### src/rtl/placar_ataque.sv
// ----------------------------------------------------------------------------
// placar_ataque -- scoreboard and turn controller for the attack phase.
//
// Takes the sticky 5-bit hit flags from the attack-verification stage after
// every shot. It decides whether the shot was a hit or a miss, counts hits and
// remaining shots, and declares a win or a loss. Every output is registered.
//
// Parameters:
//   MAX_SHOTS  shots granted per game (1..15)
//
// Ports:
//   clk         in   system clock, rising edge
//   rst         in   synchronous active-high reset (wins over every input)
//   start       in   begin a new game (honoured in IDLE, WIN, LOSE)
//   ship_mask   in   [4:0] map occupancy, captured on an accepted start
//   shot_valid  in   single-cycle fire pulse (honoured in READY only)
//   hit_flags   in   [4:0] sticky hit flags from the verification stage
//   ready       out  high while in READY
//   hit_pulse   out  one-cycle pulse: the shot produced at least one new hit
//   miss_pulse  out  one-cycle pulse: the shot produced no new hit
//   hits        out  [2:0] ship positions hit so far
//   shots_left  out  [3:0] shots remaining
//   win         out  high while in WIN
//   lose        out  high while in LOSE
//
// Shot handshake: a shot is accepted when shot_valid is high at a rising edge
// while ready is high. There is no back-pressure toward the source. A
// shot_valid seen while ready is low is dropped: it is neither queued nor
// counted. After acceptance, hit_flags is sampled one edge later (EVAL).
// Results (pulses, counters, win/lose) are visible after that second edge.
//
// Optional feature macro: PLACAR_BONUS_SHOT_EN
//   When defined, a shot that produces a new hit does not consume a shot.
//   Only misses decrement shots_left.
// ----------------------------------------------------------------------------
module placar_ataque #(
  parameter int MAX_SHOTS = 8
) (
  input  logic       clk,
  input  logic       rst,
  input  logic       start,
  input  logic [4:0] ship_mask,
  input  logic       shot_valid,
  input  logic [4:0] hit_flags,
  output logic       ready,
  output logic       hit_pulse,
  output logic       miss_pulse,
  output logic [2:0] hits,
  output logic [3:0] shots_left,
  output logic       win,
  output logic       lose
);

  typedef enum logic [2:0] {
    S_IDLE  = 3'd0,
    S_READY = 3'd1,
    S_EVAL  = 3'd2,
    S_WIN   = 3'd3,
    S_LOSE  = 3'd4
  } state_t;

  localparam logic [3:0] MAX_SHOTS_L = 4'(MAX_SHOTS);

  function automatic logic [2:0] popcount5(input logic [4:0] v);
    logic [2:0] c;
    c = 3'd0;
    for (int i = 0; i < 5; i++) begin
      c = c + {2'b00, v[i]};
    end
    return c;
  endfunction

  state_t     state_q, state_d;
  logic [4:0] mask_q, mask_d;
  logic [2:0] total_q, total_d;
  logic [4:0] prev_q, prev_d;
  logic [2:0] hits_q, hits_d;
  logic [3:0] shots_left_q, shots_left_d;
  logic       ready_q, ready_d;
  logic       hit_pulse_q, hit_pulse_d;
  logic       miss_pulse_q, miss_pulse_d;
  logic       win_q, win_d;
  logic       lose_q, lose_d;

  logic [4:0] new_bits;
  logic [2:0] init_total;

  always_comb begin
    state_d      = state_q;
    mask_d       = mask_q;
    total_d      = total_q;
    prev_d       = prev_q;
    hits_d       = hits_q;
    shots_left_d = shots_left_q;
    hit_pulse_d  = 1'b0;
    miss_pulse_d = 1'b0;
    // Positions newly hit on this shot: must be a ship and not counted yet.
    new_bits     = hit_flags & mask_q & ~prev_q;
    init_total   = popcount5(ship_mask);

    unique case (state_q)
      S_IDLE, S_WIN, S_LOSE: begin
        if (start) begin
          mask_d       = ship_mask;
          total_d      = init_total;
          // Flags already set at game start are taken as the baseline, so
          // they never score in this game.
          prev_d       = hit_flags & ship_mask;
          hits_d       = 3'd0;
          shots_left_d = MAX_SHOTS_L;
          state_d      = (init_total == 3'd0) ? S_WIN : S_READY;
        end
      end

      S_READY: begin
        if (shot_valid) begin
          state_d = S_EVAL;
        end
      end

      S_EVAL: begin
        if (new_bits != 5'd0) begin
          hit_pulse_d = 1'b1;
          hits_d      = hits_q + popcount5(new_bits);
          prev_d      = prev_q | new_bits;
`ifdef PLACAR_BONUS_SHOT_EN
          shots_left_d = shots_left_q;
`else
          shots_left_d = shots_left_q - 4'd1;
`endif
        end else begin
          miss_pulse_d = 1'b1;
          shots_left_d = shots_left_q - 4'd1;
        end
        // A win on the last shot takes priority over running out of shots.
        if (hits_d == total_q) begin
          state_d = S_WIN;
        end else if (shots_left_d == 4'd0) begin
          state_d = S_LOSE;
        end else begin
          state_d = S_READY;
        end
      end

      default: state_d = S_IDLE;
    endcase

    // Status flags are registered copies of the next state.
    ready_d = (state_d == S_READY);
    win_d   = (state_d == S_WIN);
    lose_d  = (state_d == S_LOSE);
  end

  always_ff @(posedge clk) begin
    if (rst) begin
      state_q      <= S_IDLE;
      mask_q       <= 5'd0;
      total_q      <= 3'd0;
      prev_q       <= 5'd0;
      hits_q       <= 3'd0;
      shots_left_q <= 4'd0;
      ready_q      <= 1'b0;
      hit_pulse_q  <= 1'b0;
      miss_pulse_q <= 1'b0;
      win_q        <= 1'b0;
      lose_q       <= 1'b0;
    end else begin
      state_q      <= state_d;
      mask_q       <= mask_d;
      total_q      <= total_d;
      prev_q       <= prev_d;
      hits_q       <= hits_d;
      shots_left_q <= shots_left_d;
      ready_q      <= ready_d;
      hit_pulse_q  <= hit_pulse_d;
      miss_pulse_q <= miss_pulse_d;
      win_q        <= win_d;
      lose_q       <= lose_d;
    end
  end

  assign ready      = ready_q;
  assign hit_pulse  = hit_pulse_q;
  assign miss_pulse = miss_pulse_q;
  assign hits       = hits_q;
  assign shots_left = shots_left_q;
  assign win        = win_q;
  assign lose       = lose_q;

endmodule
### config.mk
export PLATFORM = sky130hd
export DESIGN_NAME = placar_ataque
export DESIGN_NICKNAME = d
export VERILOG_FILES = /design/src/rtl/placar_ataque.sv
export SDC_FILE = /design/constraint.sdc
export NUM_CORES = 1
export LEC_CHECK = 0
export BUFFER_PORTS_ARGS = -buffer_cell sky130_fd_sc_hd__buf_2
export CAP_MARGIN = 15
export CORE_MARGIN = 5
export CORE_UTILIZATION = 55
export DETAILED_ROUTE_END_ITERATION = 10
export PLACE_DENSITY = 0.76
export SYNTH_ARGS = -nofsm -noshare
export SYNTH_HDL_FRONTEND = slang
export SYNTH_SLANG_ARGS = --single-unit
### constraint.sdc
create_clock -name clk -period 4.24 [get_ports clk]
set_input_delay 0.212 -clock clk [delete_from_list [all_inputs] [get_ports clk]]
set_output_delay 0.212 -clock clk [all_outputs]
set_load 0.05 [all_outputs]
* Word level (Yosys, flattened, before mapping)
Index checks and enable logic that the tools add are counted.
** Storage, ports and cells
- Bits in registers :: 28
- Input port bits :: 14
- Output and inout bits :: 12
- Word-level logic and storage cells :: 65
** Operators by class
- $add $sub $neg :: 10
- Equal/unequal tests :: 10
- Multiplexer cells :: 18
- Bitwise logic cells :: 6
- Reductions and logical operators :: 10
** Operators by type and width (number)
- $mux W3 :: 7
- $and A5 B5 Y5 :: 3
- $add A3 B1 Y3 :: 4
- $mux W5 :: 2
- $pmux W5 S2 :: 1
- $eq A3 B2 Y1 const B :: 3
- $pmux W3 S3 :: 1
- $mux W4 :: 2
- $pmux W4 S2 :: 1
- $add A2 B1 Y3 :: 2
- $eq A3 B1 Y1 const B :: 2
- $eq A3 B3 Y1 const B :: 2
- $logic_not A3 Y1 :: 2
- $pmux W3 S2 :: 1
- $not A5 Y5 :: 1
- $or A5 B5 Y5 :: 1
- $reduce_bool A5 Y1 :: 1
- $add A1 B1 Y2 :: 2
- $logic_not A4 Y1 :: 1
- $ne A2 B2 Y1 const B :: 2
- $reduce_and A2 Y1 :: 2
- $sub A4 B1 Y4 const B :: 1
- $add A3 B3 Y3 :: 1
- $eq A3 B3 Y1 :: 1
- 7 further kinds :: 8

* Depth between registers and ports, before layout
Gate-level depths: netlist of the first run.
- Depth after elaboration :: 13
- Depth in mapped cells :: 13
- Gate-level depth less buffers :: 13

* Worst setup path before layout of the first run
No wires, ideal clock.
- Path kind :: flip-flop to flip-flop
- Start point :: register hits_q[0] (netlist: hits[0])
- End point :: register ready_q (netlist: ready)
- Setup time :: 0.141 ns
- Arrival :: 3.019 ns
- Required time :: 4.099 ns
- Path slack :: 1.080 ns
- Stages on the path, launching flop included :: 13
- Path buffers :: 0
- Period minus slack after synthesis :: 3.160 ns
- Cells stage by stage :: dfxtp_1 fa_1 inv_1 fa_1 inv_1 ha_1 inv_1 fa_1 xnor2_1 o21ai_1 xnor2_1 and2_4 a311oi_1
** On the way
- Cells in the longest elaborated chain, start to end :: 7
** Ends and longest elaborated chain
- from (decl) :: line 77 : logic [2:0] hits_q, hits_d;
- from (signal assigned) :: line 172 : hits_q <= hits_d;
- $add A3 B3 Y3 :: line 124 : hits_d = hits_q + popcount5(new_bits);
- $mux W3 * :: line 122 : if (new_bits != 5'd0) begin
- $mux W3 * :: line 101 : unique case (state_q)
- $eq A3 B3 Y1 * :: line 136 : if (hits_d == total_q) begin
- $mux W3 * :: line 136
- $pmux W3 S3 * :: line 101
- $eq A3 B1 Y1 * :: line 149 : ready_d = (state_d == S_READY);
- to (signal assigned) :: line 174 : ready_q <= ready_d;
- to (decl) :: line 79 : logic ready_q, ready_d;
Every way passes the cells marked *; elsewhere a longest branch is shown, timed or not. The select of a mux whose other input is x is not followed.
A chain may end at the register's enable or synchronous reset.

* Final worst setup path of the first run
- Start point :: register mask_q[2]
- End point :: register ready_q (netlist: ready)
** On the way
- Cells in the longest elaborated chain, start to end :: 12
- Elaborated cells on any way between the ends :: 13
- Classes of those cells :: add/sub (4); eq/ne (2); mux (4); bitwise (2); reduce/logical (1)
** Ends and longest elaborated chain
- from (decl) :: line 74 : logic [4:0] mask_q, mask_d;
- from (signal assigned) :: line 169 : mask_q <= mask_d;
- $and A5 B5 Y5 * (2 in series) :: line 98 : new_bits = hit_flags & mask_q & ~prev_q;
- $add A2 B1 Y3 :: line 68 : c = c + {2'b00, v[i]};
- $add A3 B1 Y3 (2 in series) :: line 68
- $add A3 B3 Y3 :: line 124
- $mux W3 * :: line 122
- $mux W3 * :: line 101
- $eq A3 B3 Y1 * :: line 136
- $mux W3 * :: line 136
- $pmux W3 S3 * :: line 101
- $eq A3 B1 Y1 * :: line 149
Marked as above.

==> impl_metrics.toml, run 1 <==
[synthesis]
synth_instances = 181
postSynthAreaPerCell_sq_um = 8.579
synth_nets = 205
synthesized_cell_area_sq_um = 1553
synthDistinctLibCells = 42
ys_seq_area_share_pct = 36.10
synth_seq_cells = 28
yosys_warnings = 0
synth-main-ff-cell = "dfxtp_1"
synthArstFlopShare_pct = 0
synth-edff-count = 0

[floorplan]
placeableCoreArea_sq_um = 2734
die_area_sq_um = 3986
core.rowCount = 19
dieHeight_um = 63.14
initial_core_util_pct = 56.80
pin_count = 26
die_x_um = 63.14

[timing]
worst_setup_margin_ns = 0.9898
worst-slew-pin-transition_ns = 0.4770
report.final.hold_viol_count = 0
rsz0062_at_grt = "no"
slew-limit-headroom_pct = 68.12
min_period_ns = 3.250
setup_viol = 0
final.setup.tns_ns = 0
clock.fmax_mhz = 307.7
fin_crit_sh_pct = 76.66
slew_violations = 0
final.setup_skew_ns = 0.007986

[power_and_ir_drop]
power.share.switching_pct = 39.53
comb_power_share_pct = 41.6
power.clock.fraction_pct = 16.8
fin_total_pwr_w = 0.0007905
max-vdd-ir-drop_uv = 323.5
net-switching-power_w = 0.0003125
power.static_leakage_nw = 0.7720
cellPowerDensity_nw_per_um2 = 452.2
power_frac_seq_pct = 41.6
cell_internal_pwr_w = 0.0004780

[clocking]
cts_tree = "done"
cts-htree-levels = 1
cts_num_sinks = 28
cts-resized-gates = 0
clkLatencyLatePin_ns = 0.34
cts.clk_slew.worst_paths_ns = 0.15
root_buffer = "clkbuf_4"
postCtsSetupBuffers = 0
post_cts_hold_buffer_count = 0
tritoncts_buffer_count = 3
max-clock-path-buffers = 2

[min_path]
worstHoldPathType = "primary input to flop"

[worst_setup_path]
slowest_stage = "fa_1"
r2r_slack_ns = 0.99
setup.worst_path.start_class = "flop"
worst-path-max-fanout = 3
path_cells = "and3b_1 > fa_1 > inv_1 > fa_1 > inv_1 > ha_1 > inv_1 > fa_1 > xnor2_1 > o21ai_1 > xnor2_1 > and2_4 > a311oi_1"
slowest_delay_ns = 0.44
end_kind = "flop"
arrival_ns = 3.49
cp_data_required_time_ns = 4.48
critical_path_class = "flop to flop"
critical-path-top-delay-family = "adder cells"
cp.buffers_inverters = 3

[finish]
postLayoutCellArea_sq_um = 1748
fillers = 249
synthToLayoutAreaGrowth_pct = 12.57
drive_above_1_share_pct = 18.84
multiInputGateArea_sq_um = 927.1
final_net_count = 232
antenna_cells = 0
layoutNonFillerInstCount = 238
area.sequential_sq_um = 560.5

[place]
buffer_ports.inserted = 25
gpl.final_weighted_congestion = 0.8700
placedInstanceArea_sq_um = 1712
worst_setup_timing_slack_at_the_placement_stage_ns = 0.9985
place.detailed.hpwl_mm = 2.693
placed_cells = 234

[detailed_routing]
drt-wirelength-per-cell_um = 14.82
wirelength_mm = 3.527
drtIter0Drc = 76
drt_drc_violations_left = 0
via_count = 1403
route.antenna.remaining_nets = 0
viasPerCell = 5.895
drt-pass1-iter-count = 4

[global_routing]
grt_pass1_vias = 1386
global_route_wire_length_before_repair_mm = 6.003
grt_start_max_net_pins = 26
all_layer_gr_usage_pct = 18.10
overflow_left_after_global_routing = 0
antenna_found_initial = 0

[run]
max-cap-violations = 0

[run_status]
status = "completed"
[through the flow]
stage,hold slack (ns),util (%)
after global routing,0.1669,63.94
final,0.1704,63.94
after global placement,0.4755,62.61
after floorplan,0.3559,-
after detailed placement,0.5007,62.61
after CTS,0.1593,63.94
[final cells by class]
| type | instances | area share [%] |
|---|---|---|
| tap | 31 | 2.219 |
| inverter | 12 | 2.577 |
| clock buffer | 4 | 2.076 |
| timing repair buffer | 27 | 8.017 |
| multi-input combinational | 136 | 53.04 |
| sequential | 28 | 32.07 |
[routing by layer]
layer | track usage [%] | routed length (um) | vias to the layer above
li1 | - | - | 692
met1 | 20.79 | 1524 | 669
met2 | 33.33 | 1817 | 39
met3 | 3.375 | 155 | 3
met4 | 5.570 | 29 | 0
met5 | 0 | 0 | -
[cells in the final DEF, fill, tap and decap left out, types with 5 or more instances in the layout]
cell type | synthesis | layout
fa_1 | 5 | 5
nor2b_1 | 5 | 5
inv_1 | 10 | 10
dfxtp_1 | 28 | 28
o21ai_1 | 6 | 6
nor2_1 | 23 | 23
mux2i_1 | 9 | 9
nor3_1 | 6 | 6
a21oi_1 | 19 | 19
nand2_1 | 15 | 15
ha_1 | 5 | 5
buf_2 | 1 | 25
[kinds of logic (layout without fill, tap and decap cells)]
group                      Yosys count  count (layout)  share of synthesized area (%)
and+or+nand+nor                     72              72                          25.46
AOI/OAI and AO/OA                   42              42                          16.28
DFF                                 28              28                          36.10
buffers and inverters               17              43                          4.189
adders and majority gates           10              10                          10.48
muxes                                9               9                          5.802
xor gates and xnor gates             3               3                          1.692
[cell usage after synthesis, drive strengths merged, types with 3 or more instances]
cell / instances / area share [%]
nand4: 3 / 1.2
nor3: 6 / 1.9
o22ai: 3 / 1.2
mux2i: 9 / 5.8
o21ai: 8 / 2.6
fa: 5 / 6.4
and3b: 4 / 2.5
a31oi: 3 / 1.2
inv: 11 / 2.7
a311oi: 3 / 1.7
clkbuf: 3 / 0.73
xnor2: 3 / 1.7
ha: 5 / 4.0
nand2: 15 / 3.6
nand3b: 3 / 1.5
a21oi: 19 / 6.1
nor2b: 5 / 2.0
dfxtp: 28 / 36
nor2: 23 / 5.6
[tightest hold or removal path, cell delays in order]
cell     delay (ns)
buf_2          0.11
mux2i_1        0.07
nor2_1         0.09
[power groups by stage]
stage               logic [W]  clock network, W  registers [W]
finish               0.000329          0.000133       0.000329
global route         0.000362          0.000150       0.000335
CTS                  0.000328          0.000137       0.000329
detailed placement   0.000325                 0       0.000335
global placement     0.000314                 0       0.000331
floorplan            0.000209                 0       0.000374
[worst paths after layout]
path                 from         to  cells past startpoint
max reg2reg     mask_q[2]      ready                     13
min          ship_mask[1]  mask_q[1]                      3
max             mask_q[2]      ready                     13
min reg2reg     prev_q[0]  prev_q[0]                      2
[sequential cells by signal, indices dropped and copies added (netlist names)]
signal,cells
miss_pulse,1
hits,3
shots_left,4
win,1
ready,1
state_q,3
total_q,3
mask_q,5
prev_q,5
lose,1
hit_pulse,1
Power figures use the tool's default switching activity.
==> run 2, diff against run 1 <==
CORE_UTILIZATION = 50   (was 55)
PLACE_DENSITY = 0.73   (was 0.76)
clock period = 2.9 ns   (was 4.24 ns; I/O delays follow)
==> impl_metrics.toml, run 2 (synthesis results as in run 1) <==
[worst_setup_path]
ff_to_ff_end = "ready"
cp_data_required_time_ns = 3.16
r2r_slack_ns = -0.15
arrival_ns = 3.31
timing.critical_path.from = "prev_q[0]"
worst-path-max-fanout = 5
critical_path_class = "flop to flop"
reg2reg_from = "prev_q[0]"
end_kind = "flop"
critical_path.endpoint = "ready"
setup.worst_path.start_class = "flop"
worst_r2r_path_depth = 12

[timing]
report.final.hold_viol_count = 0
min_period_ns = 3.051
worst-slew-pin-transition_ns = 0.6603
final.setup.tns_ns = -0.7493
worst_setup_margin_ns = -0.1514
slew_violations = 0
final.setup_skew_ns = 0.005199
setup_viol = 7
clock.fmax_mhz = 327.7
rsz0062_at_grt = "yes"
fin_crit_sh_pct = 105.2
slew-limit-headroom_pct = 55.68
worst_hold_slack_ns = 0.08702

[detailed_routing]
drt-pass1-iter-count = 4
route.antenna.remaining_nets = 0
drt-wirelength-per-cell_um = 14.33
wirelength_mm = 3.727
via_count = 1430
drtIter0Drc = 57
viasPerCell = 5.500
drt_drc_violations_left = 0

[power_and_ir_drop]
power.clock.fraction_pct = 16.1
cell_internal_pwr_w = 0.0007205
fin_total_pwr_w = 0.001196
power.static_leakage_nw = 0.8489
comb_power_share_pct = 43.5
power_frac_seq_pct = 40.4
cellPowerDensity_nw_per_um2 = 629.5
net-switching-power_w = 0.0004758
max-vdd-ir-drop_uv = 311.3
power.share.switching_pct = 39.77

[clocking]
tritoncts_buffer_count = 3
clkLatencyLatePin_ns = 0.34
max-clock-path-buffers = 2
root_buffer = "clkbuf_4"
cts_num_sinks = 28
cts_tree = "done"
cts-htree-levels = 1
cts.clk_slew.worst_paths_ns = 0.15
post_cts_hold_buffer_count = 0

[finish]
area.sequential_sq_um = 564.3
postLayoutCellArea_sq_um = 1901
antenna_cells = 0
drive_above_1_share_pct = 29.17
multiInputGateArea_sq_um = 992.2
final_cell_mix = "dfxtp_1, buf_2, nor2_1, a21oi_1, nand2_1"
final_net_count = 241
fillers = 287
synthToLayoutAreaGrowth_pct = 22.40
final_core_density_pct = 62.77

[run_status]
violations_in_the_final_reports = "negative setup slack"
status = "complete, but fails checks"

[floorplan]
die_x_um = 65.73
die_area_sq_um = 4320
pin_count = 26
core.rowCount = 20
dieHeight_um = 65.73
initial_core_util_pct = 51.28
placeableCoreArea_sq_um = 3028

[min_path]
worstHoldPathType = "primary input to flop"
worstHoldStart = "ship_mask[3]"

[global_routing]
global_route_wire_length_before_repair_mm = 6.513
grt_pass1_vias = 1493
grt_start_max_net_pins = 26
all_layer_gr_usage_pct = 19.26
antenna_found_initial = 0
overflow_left_after_global_routing = 0

[run]
max-cap-violations = 0

[place]
gpl.final_weighted_congestion = 0.7627
buffer_ports.inserted = 25
place.detailed.hpwl_mm = 2.833
placedInstanceArea_sq_um = 1807
==> run 2: changes by cell type in the layout (fill, tap and decap cells not counted), moves of 2 or more <==
| cell | change |
|---|---|
| a311oi_1 | -3 |
| a311oi_2 | +3 |
| buf_4 | +9 |
| dfxtp_1 | -3 |
| dfxtp_2 | +3 |
| o22ai_1 | -2 |
| o22ai_2 | +2 |
==> run 2: cell type report <==
type	instances	share of cell area, %
multi-input combinational	136	52.21
sequential	28	29.69
timing repair buffer	36	10.93
tap	44	2.897
inverter	12	2.370
clock buffer	4	1.909
==> run 2: worst min-delay path by stage <==
stage                      endpoint  slack, ns  depth (start not counted)
after floorplan           mask_q[0]       0.29                          2
after global placement    mask_q[3]       0.43                          3
after detailed placement  mask_q[3]       0.44                          3
after CTS                 mask_q[3]       0.08                          3
after global routing      mask_q[1]       0.09                          3
final                     mask_q[3]       0.09                          3
==> run 2: per-layer routing <==
metal  part of all wire [%]  vias up  GRT usage [%]
met5                      0        -              0
met4                    1.6        0          6.736
met3                    4.8        9          3.590
met2                     51       35          35.92
met1                     42      680          21.46
li1                       -      706              -
==> run 2: stage by stage <==
stage / cells / setup slack [ns]
2_1_floorplan: 181 / -0.04453
3_5_place_dp: 256 / -0.1832
4_1_cts: 260 / -0.1644
5_1_grt: 260 / -0.3343
3_3_place_gp: 256 / -0.05373
6_report: 260 / -0.1514
==> run 2: power groups by stage <==
stage | clock network [W] | logic, W | registers, W
global placement | 0 | 0.000471 | 0.000486
detailed placement | 0 | 0.000491 | 0.000490
finish | 0.000193 | 0.000520 | 0.000483
global route | 0.000222 | 0.000577 | 0.000494
CTS | 0.000201 | 0.000505 | 0.000482
floorplan | 0 | 0.000306 | 0.000546
==> run 2: critical path: stages (launching register included) <==
cell and delay [ns]:
dfxtp_2 0.35, and3b_4 0.20, fa_1 0.50, inv_1 0.05, fa_1 0.47, inv_1 0.04
ha_2 0.16, inv_2 0.05, fa_2 0.44, nor2b_4 0.14, o22ai_2 0.15, nand3_4 0.13
a311oi_2 0.29
==> run 2: what timing repair did <==
action | 4_1_cts | 5_1_grt
setup buffers | 0 | 1
setup endpoints to repair | 7 | 7
pin swaps | 2 | 8
gates resized for setup | 7 | 6
==> run 3, diff against run 2 <==
PLACE_DENSITY = default   (was 0.73)
PLACE_DENSITY_LB_ADDON = 0.12   (was default)
==> impl_metrics.toml, run 3 (synthesis results as in run 1) <==
[run_status]
status = "complete, but fails checks"
violations_in_the_final_reports = "negative setup slack"

[min_path]
worstHoldPathType = "primary input to flop"
timing.hold.worst_path_depth = 3

[detailed_routing]
detailroute.wirelength.met2_mm = 1.813
top_metal_layer_carrying_routed_signals = "met4"
total_length_of_routed_met3_wires_um = 228
drt-pass1-iter-count = 4
drt-wirelength-per-cell_um = 14.42
route.antenna.remaining_nets = 0
drtIter0Drc = 75
met1_length_mm = 1.678
via_count = 1442
drt_drc_violations_left = 0
wirelength_mm = 3.734
viasPerCell = 5.568

[finish]
fillers = 259
final_core_density_pct = 63.18
multiInputGateArea_sq_um = 1008
area.sequential_sq_um = 564.3
antenna_cells = 0
final_net_count = 240
final_cell_mix = "dfxtp_1, buf_2, nor2_1, a21oi_1, nand2_1"
drive_above_1_share_pct = 29.77
synthToLayoutAreaGrowth_pct = 23.21

[clocking]
clkLatencyLatePin_ns = 0.32
root_buffer = "clkbuf_4"
cts_num_sinks = 28
cts.clk_slew.worst_paths_ns = 0.15
cts_tree = "done"
max-clock-path-buffers = 2
cts-htree-levels = 1
tritoncts_buffer_count = 3

[global_routing]
all_layer_gr_usage_pct = 18.78
antenna_found_initial = 0
overflow_left_after_global_routing = 0
global_route_wire_length_before_repair_mm = 6.417
grt_pass1_vias = 1441
grt_start_max_net_pins = 26

[floorplan]
pin_count = 26
core.rowCount = 20
dieHeight_um = 65.73
placeableCoreArea_sq_um = 3028
die_area_sq_um = 4320
initial_core_util_pct = 51.28
die_x_um = 65.73

[timing]
setup_viol = 7
fin_crit_sh_pct = 106.0
final.setup.tns_ns = -1.051
slew-limit-headroom_pct = 66.99
worst-slew-pin-transition_ns = 0.4952
clock.fmax_mhz = 325.2
final.setup_skew_ns = 0.001123
slew_violations = 0
rsz0062_at_grt = "yes"
worst_setup_margin_ns = -0.1754
report.final.hold_viol_count = 0
min_period_ns = 3.075

[worst_setup_path]
arrival_ns = 3.34
cp_data_required_time_ns = 3.16
critical_path_class = "flop to flop"
setup.worst_path.start_class = "flop"
critical_path.endpoint = "state_q[1]"
worst-path-max-fanout = 5
timing.critical_path.from = "prev_q[0]"
ff_to_ff_end = "state_q[1]"
worst_r2r_path_depth = 13
r2r_slack_ns = -0.18
reg2reg_from = "prev_q[0]"
end_kind = "flop"

[power_and_ir_drop]
fin_total_pwr_w = 0.001207
power.static_leakage_nw = 0.8452
max-vdd-ir-drop_uv = 319.3
cellPowerDensity_nw_per_um2 = 631.0

[place]
place.detailed.hpwl_mm = 2.766
gpl.final_weighted_congestion = 0.9113
buffer_ports.inserted = 25

[run]
max-cap-violations = 0
==> run 3: cell types whose count changed in the layout (fill, tap and decap cells not counted), moves of 2 or more <==
| cell | delta |
|---|---|
| o22ai_2 | -2 |
| o21ai_2 | +2 |
| o21ai_1 | -2 |
| buf_4 | -2 |
==> run 3: worst min-delay path by stage <==
stage | startpoint | end | slack, ns
final | ship_mask[3] | mask_q[3] | 0.10
after global routing | ship_mask[1] | mask_q[1] | 0.1
after CTS | ship_mask[3] | mask_q[3] | 0.10
after detailed placement | ship_mask[3] | mask_q[3] | 0.45
after global placement | ship_mask[3] | mask_q[3] | 0.42
after floorplan | ship_mask[0] | mask_q[0] | 0.29
==> run 3: through the flow <==
stage / std cells / hold slack [ns] / area (sq um) / worst slack [ns]
6_report: 259 / 0.1004 / 1913 / -0.1754
5_1_grt: 259 / 0.09836 / 1913 / -0.2966
2_1_floorplan: 181 / 0.2889 / 1564 / -0.04453
3_5_place_dp: 253 / 0.4484 / 1784 / -0.2335
3_3_place_gp: 253 / 0.4176 / 1784 / -0.09773
4_1_cts: 259 / 0.1004 / 1852 / -0.2189
==> run 3: cell type report <==
| class | instances | area share [%] |
|---|---|---|
| multi-input cells | 136 | 52.71 |
| inverters | 12 | 2.354 |
| clock buffers | 4 | 1.897 |
| repair buffers | 35 | 10.66 |
| flip-flops and latches | 28 | 29.50 |
| well taps | 44 | 2.878 |
==> run 3: what timing repair did <==
action	4_1_cts	5_1_grt
resized for setup	5	12
pin swaps	12	7
hold buffers	0	0
setup buffers	2	1
setup endpoints to repair	7	8
==> run 3: report_power, final <==
part | total [W] | internal (W) | switching (W)
Clock | 0.000193 | 0.0000768 | 0.000116
Combinational | 0.000530 | 0.000204 | 0.000327
Sequential | 0.000484 | 0.000442 | 0.0000416
Total | 0.00121 | 0.000723 | 0.000484
==> run 3: worst max-delay path, cell delays in order, from the launching register on <==
cell and delay, ns:
dfxtp_2 0.35, and3b_4 0.29, fa_1 0.41, inv_1 0.08
fa_1 0.41, inv_1 0.07, ha_2 0.17, inv_2 0.04
fa_2 0.55, nor2b_4 0.17, o22ai_4 0.09, nand3_4 0.12
nand4_1 0.11, a21oi_1 0.16
==> run 3: layer usage <==
| metal | GRT usage, % | up-vias |
|---|---|---|
| met3 | 2.906 | 2 |
| met1 | 24.89 | 691 |
| met4 | 5.440 | 0 |
| li1 | - | 709 |
| met5 | 0 | - |
| met2 | 31.29 | 40 |
